**src/rtl/lsu_pkg.sv**
```systemverilog
// Shared constants for the load/store unit: funct3 codes, FSM encoding, lane masks.
package lsu_pkg;

  localparam logic [2:0] F3_B  = 3'b000;
  localparam logic [2:0] F3_H  = 3'b001;
  localparam logic [2:0] F3_W  = 3'b010;
  localparam logic [2:0] F3_D  = 3'b011;
  localparam logic [2:0] F3_BU = 3'b100;
  localparam logic [2:0] F3_HU = 3'b101;
  localparam logic [2:0] F3_WU = 3'b110;

  typedef enum logic [1:0] {
    IDLE = 2'd0,
    BUSY = 2'd1,
    DONE = 2'd2
  } lsu_state_e;

  localparam logic [7:0] BE_B = 8'h01;
  localparam logic [7:0] BE_H = 8'h03;
  localparam logic [7:0] BE_W = 8'h0F;
  localparam logic [7:0] BE_D = 8'hFF;

  // Offset bits that survive natural alignment for the access size in funct3[1:0].
  function automatic logic [2:0] align_mask(input logic [2:0] f3);
    logic [2:0] m;
    case (f3[1:0])
      2'b00:   m = 3'b111;
      2'b01:   m = 3'b110;
      2'b10:   m = 3'b100;
      default: m = 3'b000;
    endcase
    return m;
  endfunction

  // True when the offset is not a multiple of the access size.
  function automatic logic is_misaligned(input logic [2:0] f3, input logic [2:0] off);
    return (off & ~align_mask(f3)) != 3'b000;
  endfunction

endpackage

```
**src/rtl/load_store_unit_align.sv**
```systemverilog
// Byte-lane formatting: store replication/byte enables and load shift/extension.
module lsu_align
  import lsu_pkg::*;
(
  input  logic [2:0]  st_funct3_i,
  input  logic [2:0]  st_off_i,
  input  logic [63:0] st_data_i,
  output logic [63:0] st_wdata_o,
  output logic [7:0]  st_byte_en_o,
  input  logic [2:0]  ld_funct3_i,
  input  logic [2:0]  ld_off_i,
  input  logic [63:0] ld_rdata_i,
  output logic [63:0] ld_value_o
);

  logic [63:0] ld_shifted;

  // Replicate store data across lanes and select the lanes being written.
  always_comb begin
    st_wdata_o   = st_data_i;
    st_byte_en_o = BE_D;
    case (st_funct3_i[1:0])
      2'b00: begin
        st_wdata_o   = {8{st_data_i[7:0]}};
        st_byte_en_o = BE_B << st_off_i;
      end
      2'b01: begin
        st_wdata_o   = {4{st_data_i[15:0]}};
        st_byte_en_o = BE_H << st_off_i;
      end
      2'b10: begin
        st_wdata_o   = {2{st_data_i[31:0]}};
        st_byte_en_o = BE_W << st_off_i;
      end
      default: begin
        st_wdata_o   = st_data_i;
        st_byte_en_o = BE_D;
      end
    endcase
  end

  // Move the addressed bytes down to bit 0, then truncate and extend.
  always_comb begin
    ld_shifted = ld_rdata_i >> {ld_off_i, 3'b000};
    case (ld_funct3_i)
      F3_B:    ld_value_o = {{56{ld_shifted[7]}},  ld_shifted[7:0]};
      F3_H:    ld_value_o = {{48{ld_shifted[15]}}, ld_shifted[15:0]};
      F3_W:    ld_value_o = {{32{ld_shifted[31]}}, ld_shifted[31:0]};
      F3_BU:   ld_value_o = {56'd0, ld_shifted[7:0]};
      F3_HU:   ld_value_o = {48'd0, ld_shifted[15:0]};
      F3_WU:   ld_value_o = {32'd0, ld_shifted[31:0]};
      default: ld_value_o = ld_shifted;
    endcase
  end

endmodule

```
**src/rtl/load_store_unit.sv**
```systemverilog
// Load/store unit: one aligned 64-bit bus transaction per load/store with
// req/ack handshake, timeout abort and pipeline stall.
// Optional: define MISALIGNED_TRAP_EN to fault misaligned accesses instead of
// masking the address down to natural alignment.
module load_store_unit
  import lsu_pkg::*;
#(
  parameter int unsigned ADDR_WIDTH     = 64,
  parameter int unsigned TIMEOUT_CYCLES = 255
) (
  input  logic                  clk,
  input  logic                  rst,
  input  logic                  mem_read_en,
  input  logic                  mem_write_en,
  input  logic [2:0]            inst_funct3,
  input  logic [ADDR_WIDTH-1:0] address,
  input  logic [63:0]           store_data,
  output logic [63:0]           load_data,
  output logic                  stall,
  output logic                  done,
  output logic                  access_fault,
  output logic                  dmem_req,
  output logic                  dmem_we,
  output logic [ADDR_WIDTH-1:0] dmem_addr,
  output logic [7:0]            dmem_byte_en,
  output logic [63:0]           dmem_wdata,
  input  logic                  dmem_ack,
  input  logic [63:0]           dmem_rdata
);

  localparam int unsigned CNT_W = $clog2(TIMEOUT_CYCLES + 1);
  localparam logic [CNT_W-1:0] CNT_LAST = CNT_W'(TIMEOUT_CYCLES - 1);

  lsu_state_e            state_q, state_d;
  logic [CNT_W-1:0]      cnt_q, cnt_d;
  logic                  req_q, req_d;
  logic                  we_q, we_d;
  logic [ADDR_WIDTH-1:0] addr_q, addr_d;
  logic [7:0]            be_q, be_d;
  logic [63:0]           wdata_q, wdata_d;
  logic [2:0]            off_q, off_d;
  logic [2:0]            f3_q, f3_d;
  logic [63:0]           ld_q, ld_d;
  logic                  done_q, done_d;
  logic                  fault_q, fault_d;

  logic        req_any_c;
  logic        misaligned_c;
  logic        illegal_c;
  logic [2:0]  off_c;
  logic [63:0] st_wdata_c;
  logic [7:0]  st_be_c;
  logic [63:0] ld_value_c;

  assign req_any_c = mem_read_en | mem_write_en;
  assign off_c     = address[2:0] & align_mask(inst_funct3);

`ifdef MISALIGNED_TRAP_EN
  assign misaligned_c = is_misaligned(inst_funct3, address[2:0]);
`else
  assign misaligned_c = 1'b0;
`endif

  // Read+write together, load funct3 111, store funct3 1xx, or trapped misalignment.
  assign illegal_c = (mem_read_en & mem_write_en)
                   | (mem_read_en & (inst_funct3 == 3'b111))
                   | (mem_write_en & inst_funct3[2])
                   | misaligned_c;

  lsu_align u_align (
    .st_funct3_i  (inst_funct3),
    .st_off_i     (off_c),
    .st_data_i    (store_data),
    .st_wdata_o   (st_wdata_c),
    .st_byte_en_o (st_be_c),
    .ld_funct3_i  (f3_q),
    .ld_off_i     (off_q),
    .ld_rdata_i   (dmem_rdata),
    .ld_value_o   (ld_value_c)
  );

  // State and output registers; reset drops the bus request immediately.
  always_ff @(posedge clk or posedge rst) begin
    if (rst) begin
      state_q <= IDLE;
      cnt_q   <= '0;
      req_q   <= 1'b0;
      we_q    <= 1'b0;
      addr_q  <= '0;
      be_q    <= '0;
      wdata_q <= '0;
      off_q   <= '0;
      f3_q    <= '0;
      ld_q    <= '0;
      done_q  <= 1'b0;
      fault_q <= 1'b0;
    end else begin
      state_q <= state_d;
      cnt_q   <= cnt_d;
      req_q   <= req_d;
      we_q    <= we_d;
      addr_q  <= addr_d;
      be_q    <= be_d;
      wdata_q <= wdata_d;
      off_q   <= off_d;
      f3_q    <= f3_d;
      ld_q    <= ld_d;
      done_q  <= done_d;
      fault_q <= fault_d;
    end
  end

  // Next-state and next-register values for the IDLE/BUSY/DONE sequence.
  always_comb begin
    state_d = state_q;
    cnt_d   = cnt_q;
    req_d   = req_q;
    we_d    = we_q;
    addr_d  = addr_q;
    be_d    = be_q;
    wdata_d = wdata_q;
    off_d   = off_q;
    f3_d    = f3_q;
    ld_d    = ld_q;
    done_d  = 1'b0;
    fault_d = 1'b0;

    case (state_q)
      IDLE: begin
        if (req_any_c) begin
          if (illegal_c) begin
            state_d = DONE;
            done_d  = 1'b1;
            fault_d = 1'b1;
            ld_d    = '0;
          end else begin
            state_d = BUSY;
            req_d   = 1'b1;
            we_d    = mem_write_en;
            addr_d  = {address[ADDR_WIDTH-1:3], 3'b000};
            be_d    = st_be_c;
            wdata_d = st_wdata_c;
            off_d   = off_c;
            f3_d    = inst_funct3;
            cnt_d   = '0;
          end
        end
      end
      BUSY: begin
        if (dmem_ack) begin
          state_d = DONE;
          req_d   = 1'b0;
          done_d  = 1'b1;
          ld_d    = we_q ? 64'd0 : ld_value_c;
        end else if (cnt_q == CNT_LAST) begin
          state_d = DONE;
          req_d   = 1'b0;
          done_d  = 1'b1;
          fault_d = 1'b1;
          ld_d    = '0;
        end else begin
          cnt_d = cnt_q + CNT_W'(1);
        end
      end
      DONE: begin
        state_d = IDLE;
      end
      default: begin
        state_d = IDLE;
        req_d   = 1'b0;
      end
    endcase
  end

  // Stall follows the request level in IDLE so the current instruction holds.
  assign stall = ~rst & (((state_q == IDLE) & req_any_c) | (state_q == BUSY));

  assign load_data    = ld_q;
  assign done         = done_q;
  assign access_fault = fault_q;
  assign dmem_req     = req_q;
  assign dmem_we      = we_q;
  assign dmem_addr    = addr_q;
  assign dmem_byte_en = be_q;
  assign dmem_wdata   = wdata_q;

endmodule

```
**config.mk**
```make
export PLATFORM = sky130hd
export DESIGN_NAME = load_store_unit
export DESIGN_NICKNAME = d
export VERILOG_FILES = /design/src/rtl/lsu_pkg.sv /design/src/rtl/load_store_unit_align.sv /design/src/rtl/load_store_unit.sv
export SDC_FILE = /design/constraint.sdc
export NUM_CORES = 1
export LEC_CHECK = 0
export ABC_CLOCK_PERIOD_IN_PS = 9000
export CORE_ASPECT_RATIO = 1.1
export CORE_UTILIZATION = 45
export DETAILED_ROUTE_END_ITERATION = 16
export PLACE_DENSITY = 0.87
export SYNTH_ARGS = -nofsm -noshare
export SYNTH_HDL_FRONTEND = slang
export SYNTH_SLANG_ARGS = --single-unit
```
**constraint.sdc**
```tcl
create_clock -name clk -period 9 [get_ports clk]
set_input_delay 1.8 -clock clk [delete_from_list [all_inputs] [get_ports clk]]
set_output_delay 1.8 -clock clk [all_outputs]
set_load 0.1 [all_outputs]
```
==> results.yml <==
status:
  status: "finished clean"
global_route:
  grt_max_degree: 149
  gr-total-overflow: 0
  grt_pass1_vias: 10740
  grt.total_usage_pct: 31.40
  antenna_found_initial: 5
  grt_pass1_wl_microns: 59580
critical_path:
  critPathLaunch: "mem_write_en"
  r2r_setup_slack_ns: 6.11
  r2r_start: "off_q[1]"
  cp_max_fo: 6
  endpoint: "stall"
  cp-start-kind: "input port"
  rr_worst_depth: 7
  crit_path_end_kind: "output port"
  cp.arrival_ns: 3.78
  required_ns: 7.20
  r2r-end: "load_data[63]"
  crit_type: "input port to output port"
placement:
  post-place-cells: 1845
  portBuffers: 401
  finalWeightedCongestion: 0.9423
  place_hpwl_microns: 28340
clock_network:
  cts_setup_buffers: 0
  cts_root_buf: "clkbuf_16"
  cts_resized: 0
  clock_path_buffers: 3
  cts.sinks: 217
  clk_pin_slew_ns: 0.06
  insertion_delay_ns: 0.53
  hold_buffers: 0
  cts_tree: "built"
  cts_made_buffers: 24
  htree_levels: 1
sta:
  final.setup.tns_ns: 0
  slew_viol_final: 0
  rsz0062_at_grt: "no"
  hold_viol: 0
  slew_headroom_pct: 23.05
  fmax_mhz: 179.2
  holdWs_ns: 0.4697
  worst_pin_slew_ns: 1.154
  clock_skew_ns: 0.03186
  period_needed_ns: 5.579
  setup_viol: 0
  period_share_pct: 61.99
cells_and_area:
  layoutNonFillerInstCount: 1890
  fin_util_pct: 66.63
  drive_above_1_share_pct: 5.879
  fillers: 1737
  nNetsFinal: 1773
  synthToLayoutAreaGrowth_pct: 44.68
logic_synthesis:
  synth_common_cells: "nand2_1, dfrtp_1, nor2_1"
  yosysWarnings: 0
  postSynthAreaPerCell_sq_um: 8.960
  synth_area_leaders: "dfrtp_1, nand2_1, mux2i_1"
  synth_ff_type: "dfrtp_1"
  synth_seq_cells: 217
  yosysSeqAreaShare_pct: 49.76
  syn_inst: 1218
  synth_top_area_cell: "dfrtp_1"
  ys_types: 59
  synth-edff-count: 0
  synth_top_area_share_pct: 49.76
  async_flop_share_pct: 100.0
  synth_area_sq_um: 10910
  synth.most_common_cell: "nand2_1"
die:
  io-pin-count: 405
  fp.coreArea_sq_um: 23700
  initial_core_util_pct: 46.05
  fp.dieW_microns: 150.5
  dieArea_sq_um: 24880
  rows: 59
  die_h_microns: 165.3
routing:
  drc: 0
  drtIter0Drc: 826
  drt-total-wl_microns: 39740
  wire_per_inst_microns: 21.03
  vias: 10980
  viasPerCell: 5.811
  dr.pass1.iters: 7
  drtAntennaViolNets: 0
hold_path:
  hold_start: "dmem_addr[28]"
  min_path_type: "register to register"
job:
  maxCapViolations: 0
## logic make-up (layout without fill, tap and decap cells)
| kind of cell | count (synthesis) | in the layout | share of synthesized area (%) |
|---|---|---|---|
| flops | 217 | 217 | 49.76 |
| xor+xnor | 2 | 2 | 0.1605 |
| simple gates | 525 | 525 | 19.23 |
| other cells | 1 | 6 | 0.03436 |
| fa+ha+maj | 7 | 7 | 0.8025 |
| buf+inv | 111 | 473 | 4.403 |
| mux | 82 | 82 | 9.344 |
| compound gates | 273 | 273 | 16.27 |
## layout by cell type, fill, tap and decap left out, types with 2 or more instances in the layout
cell type / n
clkdlybuf4s50_1: 401
nand2_1: 340
dfrtp_1: 215
nor2_1: 138
a21oi_1: 73
mux2i_1: 58
o21ai_0: 49
a221oi_1: 32
a22oi_1: 24
clkbuf_16: 24
o21ai_1: 20
inv_1: 17
mux4_2: 15
o22ai_1: 14
buf_4: 12
a211oi_1: 10
mux2_2: 9
a211o_1: 9
nand3_1: 8
or2_2: 7
a221o_1: 7
nand2b_1: 6
ha_1: 6
clkinv_2: 6
clkbuf_8: 6
nor2b_1: 5
o32a_1: 5
a31oi_1: 5
clkbuf_1: 5
or4_1: 4
diode_2: 3
o211ai_1: 3
nor3_1: 3
and2_1: 3
o32ai_1: 3
conb_1: 3
xnor2_1: 2
o31ai_1: 2
o2bb2ai_1: 2
dfrtp_2: 2
## stage by stage
stage / area [sq um] / setup WS (ns)
2_1_floorplan: 10920 / 1.264
3_3_place_gp: 15030 / 3.479
3_5_place_dp: 15030 / 3.437
4_1_cts: 15780 / 3.426
5_1_grt: 15790 / 3.349
6_report: 15790 / 3.421
## how the worst min path moves through the flow
stage,depth (start not counted),endpoint
2_1_floorplan,1,dmem_req
3_3_place_gp,2,dmem_addr[35]
3_5_place_dp,2,dmem_addr[13]
4_1_cts,2,dmem_addr[61]
5_1_grt,2,dmem_addr[36]
6_report,2,dmem_addr[28]
## worst max-delay path, cell delays in order
cell	delay [ns]
clkdlybuf4s50_1	0.57
nor3_1	0.09
nor3_1	0.15
clkdlybuf4s50_1	1.17
## registers in the layout, summed over array words and instances, names as in the netlist
signal / count
load_data: 64
dmem_addr: 61
dmem_wdata: 64
off_q: 3
cnt_q: 8
dmem_we: 1
dmem_req: 1
f3_q: 3
done: 1
state_q: 2
dmem_byte_en: 8
access_fault: 1
## final cells by class
type                       count  area (sq um)  area share (%)
multi-input combinational    892          5040           31.92
sequential                   217          5433           34.41
inverter                      18         75.07          0.4755
tap                          305         381.6           2.417
clock inverter                 7         46.29          0.2932
clock buffer                  35         701.9           4.446
antenna                        3         7.507         0.04755
timing repair buffer         413          4104           25.99
## layer usage
| metal | wire, microns | GRT usage, % |
|---|---|---|
| met1 | 13630 | 36.60 |
| met2 | 19150 | 52.97 |
| met3 | 4685 | 8.352 |
| met4 | 2240 | 16.25 |
| met5 | 25 | 0 |
Power is not shown: default switching activity piles up to over one toggle a cycle in this logic, so the estimate is an artifact.
